## src/rtl/trace_pkg.sv

```systemverilog
// Shared definitions for the CPU write-trace buffer.
// Entries are packed {kind, stamp, pc, addr, data}, with data at bit 0.
package trace_pkg;

    localparam int KIND_W = 2;
    localparam int WORD_W = 32;

    localparam logic [KIND_W-1:0] KIND_REG = 2'b01;
    localparam logic [KIND_W-1:0] KIND_MEM = 2'b10;

    localparam int DATA_LSB  = 0;
    localparam int ADDR_LSB  = DATA_LSB + WORD_W;
    localparam int PC_LSB    = ADDR_LSB + WORD_W;
    localparam int STAMP_LSB = PC_LSB + WORD_W;

    // ENTRY_W = 2 + CYCLE_W + 96; the stamp width is a parameter of the top.
    function automatic int entry_width(input int cycle_w);
        return KIND_W + cycle_w + 3 * WORD_W;
    endfunction

endpackage

```

## src/rtl/trace_fifo_2w1r.sv

```systemverilog
// FIFO with two ordered write ports and one read port.
// Port 0 is written before port 1; i_push_n (0..2) says how many ports are used.
module trace_fifo_2w1r #(
    parameter int DEPTH = 16,
    parameter int WIDTH = 130,
    localparam int PTR_W = $clog2(DEPTH),
    localparam int CNT_W = PTR_W + 1
) (
    input  logic             clk,
    input  logic             reset,
    input  logic [1:0]       i_push_n,
    input  logic [WIDTH-1:0] i_wr_data0,
    input  logic [WIDTH-1:0] i_wr_data1,
    input  logic             i_pop,
    output logic [WIDTH-1:0] o_rd_data,
    output logic [CNT_W-1:0] o_count
);

    logic [WIDTH-1:0] r_mem [DEPTH];
    logic [PTR_W-1:0] r_wr_ptr;
    logic [PTR_W-1:0] r_rd_ptr;
    logic [CNT_W-1:0] r_count;
    logic [PTR_W-1:0] w_wr_ptr_1;

    assign w_wr_ptr_1 = r_wr_ptr + PTR_W'(1);

    // NOTE: storage has no reset; validity is carried entirely by r_count.
    always_ff @(posedge clk) begin
        if (i_push_n != 2'd0) r_mem[r_wr_ptr]   <= i_wr_data0;
        if (i_push_n == 2'd2) r_mem[w_wr_ptr_1] <= i_wr_data1;
    end

    // NOTE: state registers use non-blocking assignment so every reader sees pre-edge values.
    always_ff @(posedge clk or posedge reset) begin
        if (reset) begin
            r_wr_ptr <= '0;
            r_rd_ptr <= '0;
            r_count  <= '0;
        end else begin
            r_wr_ptr <= r_wr_ptr + PTR_W'(i_push_n);
            if (i_pop) r_rd_ptr <= r_rd_ptr + PTR_W'(1);
            r_count  <= r_count + CNT_W'(i_push_n) - CNT_W'(i_pop);
        end
    end

    assign o_rd_data = r_mem[r_rd_ptr];
    assign o_count   = r_count;

endmodule

```

## src/rtl/cpu_trace_buffer.sv

```systemverilog
// Snoops register-file and data-memory writes of the core and logs each one,
// cycle-stamped, into a FIFO drained through a valid/ready stream.
module cpu_trace_buffer
    import trace_pkg::*;
#(
    parameter int DEPTH   = 16,
    parameter int CYCLE_W = 32,
    parameter int DROP_W  = 16
) (
    input  logic               clk,
    input  logic               reset,
    input  logic               trace_en,
    input  logic [31:0]        pc,
    input  logic               register_we3,
    input  logic [4:0]         register_a3,
    input  logic [31:0]        register_wd3,
    input  logic               data_memory_we,
    input  logic [31:0]        data_memory_a,
    input  logic [31:0]        data_memory_wd,
    output logic               out_valid,
    input  logic               out_ready,
    output logic [1:0]         out_kind,
    output logic [CYCLE_W-1:0] out_cycle,
    output logic [31:0]        out_pc,
    output logic [31:0]        out_addr,
    output logic [31:0]        out_data,
    output logic               overflow,
    output logic [DROP_W-1:0]  drop_count
);

    localparam int ENTRY_W  = entry_width(CYCLE_W);
    localparam int CNT_W    = $clog2(DEPTH) + 1;
    localparam int KIND_LSB = STAMP_LSB + CYCLE_W;

    logic [CYCLE_W-1:0] r_cycle;
    logic               r_overflow;
    logic [DROP_W-1:0]  r_drop_count;

    logic               w_reg_ev;
    logic               w_mem_ev;
    logic [ENTRY_W-1:0] w_reg_entry;
    logic [ENTRY_W-1:0] w_mem_entry;
    logic [ENTRY_W-1:0] w_slot0;
    logic [ENTRY_W-1:0] w_head;
    logic [CNT_W-1:0]   w_count;
    logic [CNT_W-1:0]   w_free;
    logic [1:0]         w_n_ev;
    logic [1:0]         w_push_n;
    logic [1:0]         w_n_drop;
    logic [DROP_W:0]    w_drop_sum;
    logic               w_pop;

    assign w_reg_ev = trace_en && register_we3 && (register_a3 != 5'd0);
    assign w_mem_ev = trace_en && data_memory_we;

    assign w_reg_entry = {KIND_REG, r_cycle, pc, 27'b0, register_a3, register_wd3};
    assign w_mem_entry = {KIND_MEM, r_cycle, pc, data_memory_a, data_memory_wd};

    // Credit comes from the registered count only; a same-cycle pop frees nothing.
    assign w_free = CNT_W'(DEPTH) - w_count;

    // NOTE: every always_comb output gets a default first so no latch is inferred.
    always_comb begin
        w_n_ev   = {1'b0, w_reg_ev} + {1'b0, w_mem_ev};
        w_push_n = w_n_ev;
        if (w_free == '0)
            w_push_n = 2'd0;
        else if ((w_free == CNT_W'(1)) && (w_n_ev == 2'd2))
            w_push_n = 2'd1;
        w_n_drop = w_n_ev - w_push_n;
        w_slot0  = w_reg_ev ? w_reg_entry : w_mem_entry;
    end

    assign w_drop_sum = {1'b0, r_drop_count} + (DROP_W + 1)'(w_n_drop);
    assign w_pop      = out_valid && out_ready;

    always_ff @(posedge clk or posedge reset) begin
        if (reset) begin
            r_cycle      <= '0;
            r_overflow   <= 1'b0;
            r_drop_count <= '0;
        end else begin
            r_cycle <= r_cycle + CYCLE_W'(1);
            if (w_n_drop != 2'd0) begin
                r_overflow   <= 1'b1;
                r_drop_count <= w_drop_sum[DROP_W] ? '1 : w_drop_sum[DROP_W-1:0];
            end
        end
    end

    trace_fifo_2w1r #(
        .DEPTH (DEPTH),
        .WIDTH (ENTRY_W)
    ) u_fifo (
        .clk        (clk),
        .reset      (reset),
        .i_push_n   (w_push_n),
        .i_wr_data0 (w_slot0),
        .i_wr_data1 (w_mem_entry),
        .i_pop      (w_pop),
        .o_rd_data  (w_head),
        .o_count    (w_count)
    );

    assign out_valid  = (w_count != '0);
    assign out_kind   = out_valid ? w_head[KIND_LSB +: KIND_W]   : '0;
    assign out_cycle  = out_valid ? w_head[STAMP_LSB +: CYCLE_W] : '0;
    assign out_pc     = out_valid ? w_head[PC_LSB +: WORD_W]     : '0;
    assign out_addr   = out_valid ? w_head[ADDR_LSB +: WORD_W]   : '0;
    assign out_data   = out_valid ? w_head[DATA_LSB +: WORD_W]   : '0;
    assign overflow   = r_overflow;
    assign drop_count = r_drop_count;

endmodule

```

## config.mk

```make
export PLATFORM = sky130hd
export DESIGN_NAME = cpu_trace_buffer
export DESIGN_NICKNAME = d
export VERILOG_FILES = /design/src/rtl/trace_pkg.sv /design/src/rtl/trace_fifo_2w1r.sv /design/src/rtl/cpu_trace_buffer.sv
export SDC_FILE = /design/constraint.sdc
export NUM_CORES = 2
export LEC_CHECK = 0
export ABC_CLOCK_PERIOD_IN_PS = 33900
export CORE_UTILIZATION = 35
export DETAILED_ROUTE_END_ITERATION = 16
export DONT_BUFFER_PORTS = 1
export SYNTH_ARGS = -nofsm -noshare
export SYNTH_HDL_FRONTEND = slang
export SYNTH_HIERARCHICAL = 1
export SYNTH_SLANG_ARGS = --single-unit
```

## constraint.sdc

```tcl
create_clock -name clk -period 33.9 [get_ports clk]
set_input_delay 5.085 -clock clk [delete_from_list [all_inputs] [get_ports clk]]
set_output_delay 5.085 -clock clk [all_outputs]
set_load 0.03 [all_outputs]
```

==> impl_metrics.csv <==
group,metric,value,unit
outcome,run_status,"finished, final reports clean",
power_and_ir_drop,power_density,72.38,mW/mm2
clocking,cts-root-buf,"clkbuf_16",
synth,synth_top_area_share,57.63,%
route,wirelength,319900,um
synth,syn_area_per_cell,17.61,um2
placement,dpl.hpwl,161300,um
die,top_level_ports,287,
global_route,grt_pass1_wl,452200,um
clocking,path_clk_slew,0.06,ns
global_route,grt_use_total,20.19,%
critical_path,cp.required,28.81,ns
die,dieArea,0.3119,mm2
power_and_ir_drop,swShare,34.06,%
placement,dp_cells,9716,
job,maxCapViolations,0,
die,core_area,0.3068,mm2
clocking,cts_buffer_depth,4,
clocking,clock-sinks,2142,
sta,timing.final.crit_share,32.93,%
synth,synth_edf_count,2080,
synth,netlist_area,0.1084,mm2
power_and_ir_drop,internal_power,5.704,mW
finish,nets,6012,
sta,drv_slew,0,
sta,setup_viol,0,
sta,max_slew_margin,15.50,%
sta,finalSetupTns,0,ns
global_route,grt_pass1_vias,58929,
critical_path,endpoint_kind,"primary output",
sta,setup_ws,22.74,ns
clocking,h-tree-depth,4,
power_and_ir_drop,vdd_drop_max,58.67,uV
placement,place.port_buffers,0,
global_route,grt_overflow,0,
die,chipWidth,558.5,um
critical_path,path_max_fanout,44,
sta,hold_viol,0,
route,via_per_inst,5.619,
synth,syn_inst,6156,
sta,fmax,0.08958,GHz
synth,yosysTopAreaCell,"edfxtp_1",
die,start_util,35.33,%
route,route.detailed.drc,0,
clocking,cts_resized,0,
clocking,insertion_delay,0.94,ns
finish,syn_to_final_growth,10.27,%
synth,synth_async_sr_flop_share,2.894,%
route,first_pass_iters,5,
critical_path,start_kind,"flip-flop",
synth,ys.flop_type,"edfxtp_1",
power_and_ir_drop,switchingPower,2.947,mW
sta,tightestPinTransition,1.268,ns
route,detail-route-antenna-nets,0,
sta,rsz0062_at_grt,"no",
global_route,grt_max_degree,125,
power_and_ir_drop,p_clk_share,29.3,%
die,rows,203,
global_route,antenna_found_initial,16,
finish,drive_above_1_share,52.34,%
critical_path,worstSetupPathType,"flip-flop to primary output",
finish,fin_cells,10166,
hold_path,hp-class,"flip-flop to flip-flop",
clocking,cts_tree,"done",
synth,ys_seq_area_share,59.06,%
clocking,ctsHoldBuffers,0,
critical_path,critPathArrivalTime,6.08,ns
synth,ys_warn_count,6,
die,die_y,558.5,um
finish,mostFrequentLayoutCell,"edfxtp_1",
synth,ys_ff_latch,2142,
sta,fin_worst_skew,0.07998,ns
power_and_ir_drop,comb_power_share,32.7,%
clocking,post-cts-setup-buffers,0,
placement,place_congestion,0.7575,
route,wire_per_inst,31.46,um
route,dr.first_iter.drc_count,5227,
power_and_ir_drop,seq_power_share,38.0,%
placement,pre_cts_ws,23.03,ns
sta,post-route-min-period,11.16,ns
synth,synthTopCellsByArea,"edfxtp_1, mux2_2, mux4_2",
clocking,cts_buffers,237,
route,vias,57126,
power_and_ir_drop,power_leakage,39.74,nW
synth,yosysUniqueCellTypes,54,
finish,layout_common_cells,"edfxtp_1, mux2_2, mux4_2",
## logic make-up (layout without fill, tap and decap cells)
kind of cell / count (synthesis) / in the layout / share of synthesized area (%)
flip-flops: 2142 / 2142 / 59.06
multiplexers: 2749 / 2749 / 34.95
other: 2 / 33 / 0.006929
AND/OR/NAND/NOR: 436 / 436 / 2.110
XOR/XNOR: 40 / 40 / 0.3232
AO/OA/AOI/OAI: 79 / 79 / 0.4872
adder cells (fa/ha/maj): 18 / 18 / 0.2286
buffers and inverters: 690 / 569 / 2.835
## sequential cells by signal, summed over array words and instances, names as in the netlist
signal,flops
u_fifo/r_rd_ptr,4
r_cycle,32
u_fifo/r_mem,2080
drop_count,16
overflow,1
u_fifo/o_count,5
u_fifo/r_wr_ptr,4
## worst paths after layout
check                           slack [ns]              endpoint  depth (start not counted)          startpoint
worst max register to register       27.75  u_fifo/r_mem[10][80]                         10   u_fifo/o_count[0]
worst min register to register        0.60     u_fifo/o_count[4]                          2   u_fifo/o_count[4]
worst max-delay path                 22.74           out_addr[8]                          7  u_fifo/r_rd_ptr[0]
max in group asynchronous            28.92           r_cycle[21]                          2               reset
worst min-delay path                  0.60     u_fifo/o_count[4]                          2   u_fifo/o_count[4]
min in group asynchronous             4.07         drop_count[2]                          1               reset
## power groups by stage
stage	Clock (mW)	Sequential, mW	Combinational [mW]
2_1_floorplan	0	3.32	2.04
3_3_place_gp	0	3.33	2.88
3_5_place_dp	0	3.34	2.88
4_1_cts	2.58	3.29	2.90
5_1_grt	2.68	3.31	2.98
6_report	2.53	3.29	2.83
## cell usage after synthesis (29+ instances only)
cell         n
xnor2_1     31
nor2_1      33
buf_2      215
edfxtp_1  2080
mux2_2    2056
mux4_2     619
mux2i_1     39
dfrtp_1     62
clkbuf_1   375
nand2_1    151
mux2_1      34
buf_1       39
and2_1      34
a21oi_1     29
nor2b_1    142
## through the flow
stage | cell area (um2) | power (mW) | hold WS, ns | utilization (%)
2_1_floorplan | 108400 | 5.367 | 0.5573 | -
3_3_place_gp | 112000 | 6.211 | 0.5894 | 36.50
3_5_place_dp | 112000 | 6.228 | 0.5989 | 36.50
4_1_cts | 119500 | 8.770 | 0.6121 | 38.94
5_1_grt | 119500 | 8.964 | 0.6689 | 38.95
6_report | 119500 | 8.650 | 0.6017 | 38.95
## area by class of cell
cell class              count  area, um2
clock inverters           126       1212
multi-input cells        3336      41630
flip-flops and latches   2142      64020
well taps                4100       5130
repair buffers            115       1101
clock buffers             305       6277
diodes                     19      47.55
inverters                  23      93.84
fillers                 28035     187300
## metal layers
layer	GRT usage, %	share of wire (%)	vias to the layer above	wire, um
met5	0	0	-	0
met4	4.481	2.0	0	6435
met3	3.050	6.1	355	19390
met2	34.42	50	1850	159400
met1	27.09	42	30811	134700
li1	-	-	24110	-
## critical path, stage by stage (launching register included)
cell and delay, ns:
dfrtp_4 1.07, buf_4 0.84, buf_4 0.72, buf_4 0.84, mux4_2 0.38, mux2i_1 0.09, a21oi_1 0.52, nor2b_1 0.57
No activity file was read; power rests on OpenSTA's default activity.
